[config.mk]
export PLATFORM = sky130hd
export DESIGN_NAME = pipeline_controller_flat
export DESIGN_NICKNAME = d
export VERILOG_FILES = /design/src/rtl/gpu_ctrl_pkg.sv /design/src/rtl/pipeline_controller_if.sv /design/src/rtl/forward_unit.sv /design/src/rtl/pipeline_controller.sv /design/src/flat_wrapper.sv
export SDC_FILE = /design/constraint.sdc
export NUM_CORES = 1
export LEC_CHECK = 0
export CAP_MARGIN = 20
export CORE_MARGIN = 2
export CORE_UTILIZATION = 30
export DETAILED_ROUTE_END_ITERATION = 8
export PLACE_DENSITY = 0.64
export SLEW_MARGIN = 20
export SYNTH_ARGS = -nofsm -noshare
export SYNTH_HDL_FRONTEND = slang
export SYNTH_SLANG_ARGS = --single-unit
[constraint.sdc]
create_clock -name CLK -period 2.55 [get_ports CLK]
set_input_delay 0.51 -clock CLK [delete_from_list [all_inputs] [get_ports CLK]]
set_output_delay 0.51 -clock CLK [all_outputs]
set_load 0.05 [all_outputs]
[src/rtl/gpu_ctrl_pkg.sv]
// Shared types and encodings for the Filter-GPU pipeline run/hazard controller.
package gpu_ctrl_pkg;

  typedef enum logic [2:0] {
    IDLE  = 3'd0,
    RUN   = 3'd1,
    DRAIN = 3'd2,
    DONE  = 3'd3,
    ERROR = 3'd4
  } state_t;

  localparam logic [1:0] FWD_RF = 2'b00;
  localparam logic [1:0] FWD_W  = 2'b01;
  localparam logic [1:0] FWD_M  = 2'b10;

endpackage

[src/rtl/pipeline_controller_if.sv]
// Hazard-side bundle between the 5-stage datapath and its run/hazard controller.
interface pipeline_controller_if #(
  parameter int REG_AW = 4
);
  // Handshake: a Mem-stage access (MemtoRegM|MemWriteM) is outstanding until
  // MemReadyM is seen high; while it is low the whole pipeline holds its contents.
  logic              HaltD;
  logic              MemReadyM;
  logic [REG_AW-1:0] ra1D, ra2D, ra1E, ra2E;
  logic [REG_AW-1:0] WA3E, WA3M, WA3W;
  logic              MemtoRegE, MemtoRegM, MemWriteM;
  logic              RegWriteM, RegWriteW;
  logic              EN1, EN2, CLR2;
  logic              enE, enM, enW;
  logic [1:0]        ForwardAE, ForwardBE;

  modport master (
    output HaltD, MemReadyM, ra1D, ra2D, ra1E, ra2E, WA3E, WA3M, WA3W,
           MemtoRegE, MemtoRegM, MemWriteM, RegWriteM, RegWriteW,
    input  EN1, EN2, CLR2, enE, enM, enW, ForwardAE, ForwardBE
  );

  modport slave (
    input  HaltD, MemReadyM, ra1D, ra2D, ra1E, ra2E, WA3E, WA3M, WA3W,
           MemtoRegE, MemtoRegM, MemWriteM, RegWriteM, RegWriteW,
    output EN1, EN2, CLR2, enE, enM, enW, ForwardAE, ForwardBE
  );
endinterface

[src/rtl/forward_unit.sv]
// Combinational operand-forwarding selects for the Execute stage; the Mem result is newer than WriteBack.
module forward_unit
  import gpu_ctrl_pkg::*;
#(
  parameter int REG_AW = 4
) (
  input  logic [REG_AW-1:0] ra1E,
  input  logic [REG_AW-1:0] ra2E,
  input  logic [REG_AW-1:0] WA3M,
  input  logic [REG_AW-1:0] WA3W,
  input  logic              RegWriteM,
  input  logic              RegWriteW,
  output logic [1:0]        ForwardAE,
  output logic [1:0]        ForwardBE
);

  always_comb begin
    ForwardAE = FWD_RF;
    ForwardBE = FWD_RF;
    if (RegWriteM && (WA3M == ra1E))      ForwardAE = FWD_M;
    else if (RegWriteW && (WA3W == ra1E)) ForwardAE = FWD_W;
    if (RegWriteM && (WA3M == ra2E))      ForwardBE = FWD_M;
    else if (RegWriteW && (WA3W == ra2E)) ForwardBE = FWD_W;
  end

endmodule

[src/rtl/pipeline_controller.sv]
// Kernel run sequencer (start/halt/drain/done) with stall, flush and buffer-enable generation.
module pipeline_controller
  import gpu_ctrl_pkg::*;
#(
  parameter int REG_AW       = 4,
  parameter int CNT_W        = 32,
  parameter int DRAIN_CYCLES = 4,
  parameter int MEM_TIMEOUT  = 255
) (
  input  logic             CLK,
  input  logic             RST,
  input  logic             start,
  pipeline_controller_if.slave hz,
  output logic             pc_clr,
  output logic             busy,
  output logic             done,
  output logic             err,
  output logic [CNT_W-1:0] cycle_cnt,
  output logic [CNT_W-1:0] stall_cnt,
  output state_t           dbg_state
);

  localparam int DRAIN_W = $clog2(DRAIN_CYCLES + 1);
  localparam int WAIT_W  = $clog2(MEM_TIMEOUT + 1);

  state_t             state, state_n;
  logic [DRAIN_W-1:0] drain_cnt;
  logic [WAIT_W-1:0]  wait_cnt;
  logic               active, accept, mem_stall, lduse, timeout, drain_last;

  forward_unit #(.REG_AW(REG_AW)) u_fwd (
    .ra1E      (hz.ra1E),
    .ra2E      (hz.ra2E),
    .WA3M      (hz.WA3M),
    .WA3W      (hz.WA3W),
    .RegWriteM (hz.RegWriteM),
    .RegWriteW (hz.RegWriteW),
    .ForwardAE (hz.ForwardAE),
    .ForwardBE (hz.ForwardBE)
  );

  assign active     = (state == RUN) || (state == DRAIN);
  assign accept     = start && !active;
  assign mem_stall  = active && (hz.MemtoRegM || hz.MemWriteM) && !hz.MemReadyM;
  assign timeout    = mem_stall && (wait_cnt == WAIT_W'(MEM_TIMEOUT - 1));
  // A halt in Decode outranks a load-use bubble; both yield to a memory freeze.
  assign lduse      = (state == RUN) && !mem_stall && !hz.HaltD && hz.MemtoRegE &&
                      ((hz.WA3E == hz.ra1D) || (hz.WA3E == hz.ra2D));
  assign drain_last = (state == DRAIN) && !mem_stall && (drain_cnt == DRAIN_W'(1));
  assign dbg_state  = state;

  always_ff @(posedge CLK) begin
    if (!RST) state <= IDLE;
    else      state <= state_n;
  end

  always_comb begin
    state_n = state;
    hz.EN1  = 1'b0;
    hz.EN2  = 1'b0;
    hz.CLR2 = 1'b1;
    hz.enE  = 1'b1;
    hz.enM  = 1'b1;
    hz.enW  = 1'b1;
    if (mem_stall) begin
      hz.CLR2 = 1'b0;
      hz.enE  = 1'b0;
      hz.enM  = 1'b0;
      hz.enW  = 1'b0;
    end
    case (state)
      IDLE, ERROR: if (accept) state_n = RUN;
      DONE:        state_n = accept ? RUN : IDLE;
      RUN: begin
        if (timeout) state_n = ERROR;
        else if (!mem_stall && hz.HaltD) state_n = DRAIN;
        else if (!mem_stall && !lduse) begin
          hz.EN1  = 1'b1;
          hz.EN2  = 1'b1;
          hz.CLR2 = 1'b0;
        end
      end
      DRAIN: begin
        if (timeout)         state_n = ERROR;
        else if (drain_last) state_n = DONE;
      end
      default: state_n = IDLE;
    endcase
  end

  always_ff @(posedge CLK) begin
    if (!RST) begin
      pc_clr    <= 1'b0;
      busy      <= 1'b0;
      done      <= 1'b0;
      err       <= 1'b0;
      cycle_cnt <= '0;
      stall_cnt <= '0;
      drain_cnt <= '0;
      wait_cnt  <= '0;
    end else begin
      pc_clr <= accept;
      busy   <= (state_n == RUN) || (state_n == DRAIN);
      done   <= drain_last;

      if (accept)       err <= 1'b0;
      else if (timeout) err <= 1'b1;

      if (mem_stall && !timeout) wait_cnt <= wait_cnt + 1'b1;
      else                       wait_cnt <= '0;

      if ((state == RUN) && (state_n == DRAIN))
        drain_cnt <= DRAIN_W'(DRAIN_CYCLES);
      else if ((state == DRAIN) && !mem_stall && (drain_cnt != '0))
        drain_cnt <= drain_cnt - 1'b1;

      // Counters saturate so a runaway kernel never wraps back to small values.
      if (accept) begin
        cycle_cnt <= '0;
        stall_cnt <= '0;
      end else begin
        if (active && (cycle_cnt != '1))
          cycle_cnt <= cycle_cnt + 1'b1;
        if ((mem_stall || lduse) && (stall_cnt != '1))
          stall_cnt <= stall_cnt + 1'b1;
      end
    end
  end

endmodule
[src/flat_wrapper.sv]
// flat-port wrapper written by rule: the top's interface ports become plain ports
module pipeline_controller_flat import gpu_ctrl_pkg::*;
#(
  parameter int REG_AW       = 4,
  parameter int CNT_W        = 32,
  parameter int DRAIN_CYCLES = 4,
  parameter int MEM_TIMEOUT  = 255
)
  (CLK, RST, start, pc_clr, busy, done, err, cycle_cnt, stall_cnt, dbg_state, hz_HaltD, hz_MemReadyM, hz_ra1D, hz_ra2D, hz_ra1E, hz_ra2E, hz_WA3E, hz_WA3M, hz_WA3W, hz_MemtoRegE, hz_MemtoRegM, hz_MemWriteM, hz_RegWriteM, hz_RegWriteW, hz_EN1, hz_EN2, hz_CLR2, hz_enE, hz_enM, hz_enW, hz_ForwardAE, hz_ForwardBE);
  pipeline_controller_if #(.REG_AW(REG_AW)) hz_i ();
  input  logic CLK;
  input  logic RST;
  input  logic start;
  output logic pc_clr;
  output logic busy;
  output logic done;
  output logic err;
  output logic [CNT_W-1:0] cycle_cnt;
  output logic [CNT_W-1:0] stall_cnt;
  output state_t dbg_state;
  input wire logic [$bits(hz_i.HaltD)-1:0] hz_HaltD;
  input wire logic [$bits(hz_i.MemReadyM)-1:0] hz_MemReadyM;
  input wire logic [$bits(hz_i.ra1D)-1:0] hz_ra1D;
  input wire logic [$bits(hz_i.ra2D)-1:0] hz_ra2D;
  input wire logic [$bits(hz_i.ra1E)-1:0] hz_ra1E;
  input wire logic [$bits(hz_i.ra2E)-1:0] hz_ra2E;
  input wire logic [$bits(hz_i.WA3E)-1:0] hz_WA3E;
  input wire logic [$bits(hz_i.WA3M)-1:0] hz_WA3M;
  input wire logic [$bits(hz_i.WA3W)-1:0] hz_WA3W;
  input wire logic [$bits(hz_i.MemtoRegE)-1:0] hz_MemtoRegE;
  input wire logic [$bits(hz_i.MemtoRegM)-1:0] hz_MemtoRegM;
  input wire logic [$bits(hz_i.MemWriteM)-1:0] hz_MemWriteM;
  input wire logic [$bits(hz_i.RegWriteM)-1:0] hz_RegWriteM;
  input wire logic [$bits(hz_i.RegWriteW)-1:0] hz_RegWriteW;
  output wire logic [$bits(hz_i.EN1)-1:0] hz_EN1;
  output wire logic [$bits(hz_i.EN2)-1:0] hz_EN2;
  output wire logic [$bits(hz_i.CLR2)-1:0] hz_CLR2;
  output wire logic [$bits(hz_i.enE)-1:0] hz_enE;
  output wire logic [$bits(hz_i.enM)-1:0] hz_enM;
  output wire logic [$bits(hz_i.enW)-1:0] hz_enW;
  output wire logic [$bits(hz_i.ForwardAE)-1:0] hz_ForwardAE;
  output wire logic [$bits(hz_i.ForwardBE)-1:0] hz_ForwardBE;
  assign hz_i.HaltD = hz_HaltD;
  assign hz_i.MemReadyM = hz_MemReadyM;
  assign hz_i.ra1D = hz_ra1D;
  assign hz_i.ra2D = hz_ra2D;
  assign hz_i.ra1E = hz_ra1E;
  assign hz_i.ra2E = hz_ra2E;
  assign hz_i.WA3E = hz_WA3E;
  assign hz_i.WA3M = hz_WA3M;
  assign hz_i.WA3W = hz_WA3W;
  assign hz_i.MemtoRegE = hz_MemtoRegE;
  assign hz_i.MemtoRegM = hz_MemtoRegM;
  assign hz_i.MemWriteM = hz_MemWriteM;
  assign hz_i.RegWriteM = hz_RegWriteM;
  assign hz_i.RegWriteW = hz_RegWriteW;
  assign hz_EN1 = hz_i.EN1;
  assign hz_EN2 = hz_i.EN2;
  assign hz_CLR2 = hz_i.CLR2;
  assign hz_enE = hz_i.enE;
  assign hz_enM = hz_i.enM;
  assign hz_enW = hz_i.enW;
  assign hz_ForwardAE = hz_i.ForwardAE;
  assign hz_ForwardBE = hz_i.ForwardBE;
  pipeline_controller #(.REG_AW(REG_AW), .CNT_W(CNT_W), .DRAIN_CYCLES(DRAIN_CYCLES), .MEM_TIMEOUT(MEM_TIMEOUT)) u_core (.CLK(CLK), .RST(RST), .start(start), .hz(hz_i), .pc_clr(pc_clr), .busy(busy), .done(done), .err(err), .cycle_cnt(cycle_cnt), .stall_cnt(stall_cnt), .dbg_state(dbg_state));
endmodule
==> flow_summary.toml, run 1 <==
[run_status]
status = "finished clean"

[drt]
post_drt_wl_per_cell_um = 14.3
finalWirelength_um = 12400
remaining_drc_errors = 0
ant_nets = 0
drtPass1Iterations = 4
drt-initial-drc-count = 113
num_vias = 4397
via_per_inst = 5.08

[synth]
yosys_most_used_dff = "dfxtp_1"
synthSimpleGateAreaFrac = 0.315
syn_avg_cell_area_um2 = 8.21
yosysMostFrequentCell = "dfxtp_1"
synth_edf_count = 0
synth-xor-area-share = 0.125
syn-num-nets = 583
synth_common_cells = "dfxtp_1 (82), nor2_1 (61), xor2_1 (49), nand2_1 (47), nand3_1 (37)"
synth-compound-area-share = 0.133
synthCells = 538
synth_seq_cells = 82
yosysWarnings = 0
synth_top_cell_area_share = 0.372
yosysSeqAreaShare = 0.372
synth_area_um2 = 4420
synth_cell_types = 57
yosys-top-cells-area = "dfxtp_1 (37%), xor2_1 (9.7%), nor2_1 (5.2%)"
synthAdderAreaFrac = 0.0198
synth_top_family_by_area = "simple AND/OR/NAND/NOR gates"
synth_area_leader_cell = "dfxtp_1"
async_flop_share = 0
yosys-mux-area-fraction = 0.00227

[placement]
placedCellCount = 850
gp_congestion = 0.862
io_buffers = 118
dp_hpwl_um = 9330

[critical_path]
worstPathArrival_ps = 2000
reg2reg_depth = 8
r2r_setup_slack_ps = 310
start_kind = "input pin"
criticalPathCategory = "in -> out"
setup.worst_path.start = "hz_ra1D[2]"
cp_cell_sequence = "clkdlybuf4s50_1, xor2_1, nor4_2, buf_4, o211a_4, nor3_2, o21ai_2, buf_12"
r2r_start = "u_core.dbg_state[1]$_SDFF_PN0_"
max_stage_delay_ps = 470
critPathSlowestCell = "clkdlybuf4s50_1"
end_kind = "output pin"
crit_path_max_fanout = 2
cp.required_ps = 2040

[clock_tree]
cts_sinks = 82
root_buffer = "clkbuf_16"
htreeDepth = 3
numCtsBuffers = 9
clk_latency_ps = 330
cts_tree = "done"
path_clk_slew_ps = 60
clockBufferDepth = 2

[cells_and_area]
final_nets = 723
antennaDiodeCount = 0
drive_gt1_frac = 0.115
area_growth_pct = 46.2
instances_no_fill = 865

[sta]
timing.final.crit_share = 0.985
grt_setup_unrepaired = "yes"
fin_setup_tns_ps = 0
worst_pin_slew_ps = 520
fmax_mhz = 398
relSlewSlack = 0.644
drv_slew = 0
finalHoldWorstSlack_ps = 466
setup_violations = 0
final.setup_skew_ps = 5.18
min_period_ps = 2510
hold_viol_final = 0

[global_route]
grt_pass1_vias = 4219
grt_max_degree = 24
gr-usage-all-layers = 0.156
grt_overflow = 0
grt_pass1_wl_um = 20400
antenna_found_initial = 0

[min_path]
hold_depth = 1
hp-start = "u_core.wait_cnt[0]$_SDFF_PN0_"
worstHoldPathType = "reg -> reg"

[pwr]
p_leak_nw = 2.31
clkPwrFrac = 0.436
power_frac_comb = 0.128
p_seq_frac = 0.436
p_int_mw = 2.26
switching_share = 0.242
p_sw_mw = 0.723
ir_drop_uv = 259
power_density_nw_per_um2 = 462

[floorplanning]
rows = 44
initial_core_util = 0.305
core_um2 = 14500
die_area_um2 = 15700
ios = 119
die_y_um = 125
die_x_um = 125

[job]
max-cap-violations = 0
## what timing repair did
item	4_1_cts	5_1_grt
setup endpoints to repair	9	12
gates cloned	0	0
pin swaps	6	2
setup buffers	1	0
hold buffers	0	0
resized for setup	18	9
## through the flow
stage,power [mW],instance area (µm²),setup slack [ps],util
final,2.98,6460,38.6,0.446
after global routing,3.11,6460,-50.8,0.446
after CTS,3.02,6420,11.7,0.443
after detailed placement,1.71,6090,-353,0.421
after global placement,1.70,6090,-262,0.421
after floorplan,1.52,4450,89.8,-
## power groups by stage
stage	clock, mW	combinational, mW	sequential, mW
2_1_floorplan	0	0.164	1.35
3_3_place_gp	0	0.371	1.33
3_5_place_dp	0	0.377	1.33
4_1_cts	1.34	0.380	1.30
5_1_grt	1.40	0.408	1.30
6_report	1.30	0.381	1.30
## final timing paths
check	endpoint
hold / removal	u_core.wait_cnt[0]$_SDFF_PN0_
hold reg to reg	u_core.wait_cnt[0]$_SDFF_PN0_
setup / recovery	hz_CLR2
setup reg to reg	u_core.stall_cnt[5]$_SDFFE_PP0P_
## per-layer routing
metal / vias to the layer above / global-route usage / share of wire
met1: 2056 / 0.187 / 0.45
met2: 110 / 0.277 / 0.50
li1: 2214 / - / -
met5: - / 0 / 0
met3: 17 / 0.0364 / 0.044
met4: 0 / 0.0451 / 0.014
## sequential cells by signal (all words and copies together), names as in the netlist
| name | cells |
|---|---|
| u_core.cycle_cnt | 32 |
| u_core.stall_cnt | 32 |
| u_core.wait_cnt | 8 |
| u_core.dbg_state | 3 |
| u_core.drain_cnt | 3 |
| u_core.busy | 1 |
| u_core.done | 1 |
| u_core.err | 1 |
| u_core.pc_clr | 1 |
## cells in the final DEF (no fill, tap or decap), types with 11 or more instances in the layout
cell type / count
clkdlybuf4s50_1: 95
dfxtp_1: 81
nor2_1: 61
xor2_1: 48
nand2_1: 47
nand3_1: 37
buf_4: 31
a21oi_1: 30
and3_1: 21
o21ai_0: 19
nand4_1: 18
or3_1: 16
xnor2_1: 14
nor3_1: 11
and4_1: 11
## final cells by class
| type | count | area (µm²) |
|---|---|---|
| clock buffer | 12 | 256 |
| tap | 184 | 230 |
| clock inverter | 2 | 37.5 |
| sequential | 82 | 1640 |
| inverter | 12 | 45.0 |
| timing repair buffer | 150 | 1520 |
| fill | 1392 | 8020 |
| multi-input combinational | 423 | 2730 |
## worst max-delay path, delay by kind of cell
family | cells | cell delay (ps)
buffers and inverters | 3 | 760
AOI/OAI and AO/OA | 2 | 340
xor gates and xnor gates | 1 | 190
and+or+nand+nor | 2 | 190
## logic make-up (layout without fill, tap and decap cells)
group	Yosys count	in the layout
mux	1	1
buf+inv	33	176
xor+xnor	63	63
flops	82	82
fa+ha+maj	7	7
compound gates	91	91
simple gates	261	261
(Power assumes the default switching activity.)
==> inputs of run 2 (changes only) <==
--- a/config.mk
+++ b/config.mk
@@ -5,7 +5,7 @@
 export SDC_FILE = /design/constraint.sdc
 export NUM_CORES = 1
 export LEC_CHECK = 0
-export CAP_MARGIN = 20
+export CAP_MARGIN = 10
 export CORE_MARGIN = 2
 export CORE_UTILIZATION = 30
 export DETAILED_ROUTE_END_ITERATION = 8
==> results of run 2 <==
No change in the layout: final DEF, timing and power equal those of run 1.
